### src/rtl/usbh_nes_pad_responder_if.sv
// NES controller-port signals between the console (master) and the pad emulator (slave).
interface usbh_nes_pad_responder_if;
  logic       i_latch;
  logic       i_pclk;
  logic       o_data;
  logic [3:0] o_reads;

  modport master (
    output i_latch,
    output i_pclk,
    input  o_data,
    input  o_reads
  );

  modport slave (
    input  i_latch,
    input  i_pclk,
    output o_data,
    output o_reads
  );
endinterface

### src/rtl/usbh_nes_pad_responder.sv
// 4021-style NES pad emulator: conditions the console latch/clock pins and serialises the
// USB-decoded button byte back to the console.
module usbh_nes_pad_responder #(
  parameter int unsigned c_sync_stages   = 2,
  parameter int unsigned c_filter_cycles = 3,
  parameter bit          c_active_low    = 1'b1
) (
  input  logic                            i_clk,
  input  logic                            i_rst_n,
  input  logic [7:0]                      i_btn,
  usbh_nes_pad_responder_if.slave         pad
);

  localparam int unsigned CntW = (c_filter_cycles < 2) ? 1 : $clog2(c_filter_cycles);
  localparam logic [CntW-1:0] CntMax = CntW'(c_filter_cycles - 1);
  // Pin index 0 = latch (idles low), 1 = pclk (idles high).
  localparam logic [1:0] IdleLvl = 2'b10;

  typedef enum logic [1:0] {StLoad, StShift, StDone} state_e;

  logic [1:0][c_sync_stages-1:0] sync_q;
  logic [1:0]                    pin_raw, pin_sync;
  logic [1:0]                    filt_q, filt_d;
  logic [1:0][CntW-1:0]          cnt_q, cnt_d;
  logic                          pclk_prev_q;
  logic                          pclk_rise;

  state_e     state_q, state_d;
  logic [7:0] sr_q, sr_d;
  logic [3:0] reads_q, reads_d;
  logic       data_q;

  assign pin_raw = {pad.i_pclk, pad.i_latch};

  always_comb begin
    for (int i = 0; i < 2; i++) begin
      pin_sync[i] = sync_q[i][c_sync_stages-1];
    end
  end

  // A differing sample must persist c_filter_cycles cycles; any matching sample restarts it.
  always_comb begin
    filt_d = filt_q;
    cnt_d  = '0;
    for (int i = 0; i < 2; i++) begin
      if (pin_sync[i] != filt_q[i]) begin
        if (cnt_q[i] == CntMax) begin
          filt_d[i] = pin_sync[i];
        end else begin
          cnt_d[i] = cnt_q[i] + 1'b1;
        end
      end
    end
  end

  always_ff @(posedge i_clk or negedge i_rst_n) begin
    if (!i_rst_n) begin
      for (int i = 0; i < 2; i++) begin
        sync_q[i] <= {c_sync_stages{IdleLvl[i]}};
      end
      filt_q      <= IdleLvl;
      cnt_q       <= '0;
      pclk_prev_q <= IdleLvl[1];
    end else begin
      for (int i = 0; i < 2; i++) begin
        sync_q[i] <= {sync_q[i][c_sync_stages-2:0], pin_raw[i]};
      end
      filt_q      <= filt_d;
      cnt_q       <= cnt_d;
      pclk_prev_q <= filt_q[1];
    end
  end

  assign pclk_rise = filt_q[1] & ~pclk_prev_q;

  // Latch level dominates: it reloads every cycle and masks a coincident pclk edge.
  always_comb begin
    state_d = state_q;
    sr_d    = sr_q;
    reads_d = reads_q;
    if (filt_q[0]) begin
      state_d = StLoad;
      sr_d    = i_btn;
      reads_d = 4'd0;
    end else begin
      unique case (state_q)
        StLoad: state_d = StShift;
        StShift: begin
          if (pclk_rise) begin
            sr_d    = {1'b1, sr_q[7:1]};
            reads_d = reads_q + 4'd1;
            if (reads_q == 4'd7) begin
              state_d = StDone;
            end
          end
        end
        StDone: begin
          if (pclk_rise) begin
            sr_d = {1'b1, sr_q[7:1]};
          end
        end
        default: state_d = StShift;
      endcase
    end
  end

  // Reset lands in StShift with sr cleared, so the pin reads logical 0 until a latch.
  always_ff @(posedge i_clk or negedge i_rst_n) begin
    if (!i_rst_n) begin
      state_q <= StShift;
      sr_q    <= 8'h00;
      reads_q <= 4'd0;
      data_q  <= c_active_low;
    end else begin
      state_q <= state_d;
      sr_q    <= sr_d;
      reads_q <= reads_d;
      data_q  <= sr_d[0] ^ c_active_low;
    end
  end

  assign pad.o_data  = data_q;
  assign pad.o_reads = reads_q;

endmodule

### src/flat_wrapper.sv
// flat-port wrapper written by rule: the top's interface ports become plain ports
module usbh_nes_pad_responder_flat 
#(
  parameter int unsigned c_sync_stages   = 2,
  parameter int unsigned c_filter_cycles = 3,
  parameter bit          c_active_low    = 1'b1
)
  (i_clk, i_rst_n, i_btn, pad_i_latch, pad_i_pclk, pad_o_data, pad_o_reads);
  usbh_nes_pad_responder_if pad_i ();
  input  logic i_clk;
  input  logic i_rst_n;
  input  logic [7:0] i_btn;
  input wire logic [$bits(pad_i.i_latch)-1:0] pad_i_latch;
  input wire logic [$bits(pad_i.i_pclk)-1:0] pad_i_pclk;
  output wire logic [$bits(pad_i.o_data)-1:0] pad_o_data;
  output wire logic [$bits(pad_i.o_reads)-1:0] pad_o_reads;
  assign pad_i.i_latch = pad_i_latch;
  assign pad_i.i_pclk = pad_i_pclk;
  assign pad_o_data = pad_i.o_data;
  assign pad_o_reads = pad_i.o_reads;
  usbh_nes_pad_responder #(.c_sync_stages(c_sync_stages), .c_filter_cycles(c_filter_cycles), .c_active_low(c_active_low)) u_core (.i_clk(i_clk), .i_rst_n(i_rst_n), .i_btn(i_btn), .pad(pad_i));
endmodule
### config.mk
export PLATFORM = sky130hd
export DESIGN_NAME = usbh_nes_pad_responder_flat
export DESIGN_NICKNAME = d
export VERILOG_FILES = /design/src/rtl/usbh_nes_pad_responder_if.sv /design/src/rtl/usbh_nes_pad_responder.sv /design/src/flat_wrapper.sv
export SDC_FILE = /design/constraint.sdc
export NUM_CORES = 1
export LEC_CHECK = 0
export CAP_MARGIN = 10
export CORE_ASPECT_RATIO = 0.7
export CORE_MARGIN = 2
export CORE_UTILIZATION = 55
export CTS_CLUSTER_DIAMETER = 120
export CTS_CLUSTER_SIZE = 24
export DETAILED_ROUTE_END_ITERATION = 8
export PLACE_DENSITY_LB_ADDON = 0.3
export SYNTH_ARGS = -nofsm -noshare
export SYNTH_HDL_FRONTEND = slang
export SYNTH_SLANG_ARGS = --single-unit
### constraint.sdc
create_clock -name i_clk -period 4.5 [get_ports i_clk]
set_input_delay 0.45 -clock i_clk [delete_from_list [all_inputs] [get_ports i_clk]]
set_output_delay 0.45 -clock i_clk [all_outputs]
set_load 0.005 [all_outputs]
==> flow_summary.toml <==
[logic_synthesis]
ys_seq_area_frac = 0.6025
synth_seq_cells = 26
synth_cells = 91
yosysWarningCount = 0
syn-num-nets = 106
syn_avg_cell_area_um2 = 12.00
synth.distinct_cells = 27
syn-cell-area_um2 = 1092

[worst_setup_path]
crit_path_start_kind = "register"
reg2reg_depth = 5
ff2ff_setup_slack_ps = 2400
worstPathRequired_ps = 4680
startpoint = "u_core.state_q[0]$_DFFE_PN1P_"
cp_max_fo = 8
endpoint_kind = "register"
worstSetupPathType = "register to register"
worstPathArrival_ps = 2280
r2r_start = "u_core.state_q[0]$_DFFE_PN1P_"
reg2reg_to = "u_core.sr_q[0]$_DFF_PN0_"

[finish]
n_antenna_cell = 0
final_cells = 130
num-fill-cells = 130
layout-drive-gt1-share = 0.1296
multi_input_area_um2 = 404.1
mostFrequentLayoutCells = "20 x dfrtp_1, 16 x clkdlybuf4s50_1, 9 x nand2_1"
seq_area_um2 = 658.1
layout_commonest_cell = "dfrtp_1"
nNetsFinal = 124
syn2layout_area_growth_pct = 20.05

[hold_path]
hold_depth = 0
hold_class = "register to register"
hp-start = "u_core.sync_q[2]$_DFF_PN1_"
holdPathEnd = "u_core.pin_sync[1]$_DFF_PN1_"

[clock_tree]
cts_setup_buffers = 0
cts_made_buffers = 3
cts.htree.levels = 1
clock_path_buffers = 2
cts.clk_slew.worst_paths_ps = 140
clk_latency_ps = 320
post_cts_resized = 0
clock_sinks = 26
hold_buffers = 0
cts_root_buf = "clkbuf_4"
cts_tree = "yes"

[place]
gp_congestion = 0.7273
io_buffer_count = 16
hpwl_um = 1162
placed_cells = 125

[drt]
met3_length_um = 79
via_per_inst = 5.262
drc = 0
wl_met1_um = 896
drtIter0Drc = 21
wirelength_um = 1739
antenna_left = 0
wl_met2_um = 745
wire_per_inst_um = 13.38
firstDrtPassIters = 4
dr.max_layer_used = "met4"
vias = 684

[sta]
tightest_slew_ps = 749.1
rsz0062_at_grt = "false"
timing.final.crit_share = 0.4668
relSlewSlack = 0.4984
max_freq_ghz = 0.4761
setup_violations = 0
hold_violations = 0
clock_skew_ps = 8.832
setup-tns-final_ps = 0
drv_slew = 0
period_minus_slack_ps = 2100

[power]
leakagePower_nw = 0.5576
power.density_nw_per_um2 = 555.9
ir_drop_mv = 0.4324

[floorplanning]
dieArea_um2 = 2364
num_rows = 13
start_util = 0.5839
die_w_um = 57.27
io_pins = 17
core_um2 = 1871
die_h_um = 41.29

[global_routing]
grt_pass1_vias = 587
grt_overflow = 0
grt_usage = 0.1582
grt_max_degree = 27
antenna_found_initial = 0
grt_pass1_wl_um = 2622

[outcome]
outcome = "complete, no violations"

[run]
drv_cap = 0
[cells by family (layout without fill, tap and decap cells)]
family	Yosys count	in the layout	synth area share
compound gates	13	13	0.06643
xor+xnor	4	4	0.03208
fa+ha+maj	3	3	0.03437
buf+inv	6	23	0.02749
flops	26	26	0.6025
mux	10	10	0.09393
simple gates	29	29	0.1432
[sequential cells by signal, indices dropped and copies added, names as in the netlist]
| signal | count |
|---|---|
| u_core.cnt_q | 4 |
| u_core.filt_q | 2 |
| u_core.pad.o_data | 1 |
| u_core.pad.o_reads | 4 |
| u_core.pclk_prev_q | 1 |
| u_core.pin_sync | 2 |
| u_core.sr_q | 8 |
| u_core.state_q | 2 |
| u_core.sync_q | 2 |
[layout make-up]
class / count / area share
well taps: 22 / 0.02099
flip-flops and latches: 26 / 0.5019
multi-input cells: 59 / 0.3082
repair buffers: 17 / 0.1431
clock buffers: 4 / 0.02004
inverters: 2 / 0.005725
[metal layers]
| layer | vias to the layer above | track usage |
|---|---|---|
| met5 | - | 0 |
| met4 | 0 | 0.05233 |
| met3 | 2 | 0.05678 |
| met2 | 17 | 0.2759 |
| met1 | 323 | 0.1901 |
| li1 | 342 | - |
[critical path, cell delays in order, from the launching register on]
cell and delay (ps):
dfstp_2 560, inv_1 60, ha_1 300, nor3b_2 640, mux2i_1 310, o21ai_1 90
[power by group]
part           leakage, nW  internal, mW  switching (mW)
clock               0.0150        0.0347          0.0660
combinational        0.225         0.123          0.0940
sequential           0.317         0.328          0.0830
total                0.558         0.486           0.243
[synthesized netlist by cell type]
| master | instances | share of area |
|---|---|---|
| o21ai_1 | 1 | 0.0046 |
| buf_6 | 1 | 0.010 |
| nor3b_2 | 1 | 0.011 |
| nor4_1 | 1 | 0.0057 |
| xnor2_1 | 2 | 0.016 |
| nor2_1 | 6 | 0.021 |
| clkbuf_1 | 3 | 0.010 |
| or3_1 | 2 | 0.011 |
| o21a_1 | 2 | 0.014 |
| nand2b_1 | 2 | 0.011 |
| o21ai_0 | 8 | 0.037 |
| nand2_1 | 9 | 0.031 |
| mux2_2 | 2 | 0.021 |
| nand3b_2 | 1 | 0.010 |
| nand4b_1 | 1 | 0.0080 |
| a21oi_1 | 1 | 0.0046 |
| dfstp_2 | 6 | 0.14 |
| nor2b_1 | 1 | 0.0057 |
| nand3_1 | 1 | 0.0046 |
| xor2_1 | 2 | 0.016 |
| dfrtp_1 | 20 | 0.46 |
| nor3_1 | 2 | 0.0092 |
| inv_1 | 2 | 0.0069 |
| mux2i_1 | 8 | 0.073 |
| ha_1 | 3 | 0.034 |
| nor3b_1 | 2 | 0.014 |
| o31ai_1 | 1 | 0.0069 |
[worst max path at each step]
stage	end	slack [ps]	cells after the start
2_1_floorplan	u_core.sr_q[0]$_DFF_PN0_	2900	6
3_3_place_gp	u_core.sr_q[0]$_DFF_PN0_	2520	5
3_5_place_dp	u_core.sr_q[0]$_DFF_PN0_	2420	5
4_1_cts	u_core.sr_q[0]$_DFF_PN0_	2390	5
5_1_grt	u_core.sr_q[0]$_DFF_PN0_	2310	5
6_report	u_core.sr_q[0]$_DFF_PN0_	2400	5
[through the flow]
step	power, mW	instance area (µm²)	setup slack (ps)	utilization	hold slack (ps)
global route	0.7815	1311	2311	0.7010	356.8
floorplan	0.5650	1092	2901	-	154.4
finish	0.7289	1311	2400	0.7010	355.7
global placement	0.6153	1257	2523	0.6722	336.2
detailed placement	0.6296	1257	2424	0.6722	334.7
CTS	0.7313	1284	2393	0.6863	357.1
Power figures use the tool's default switching activity.
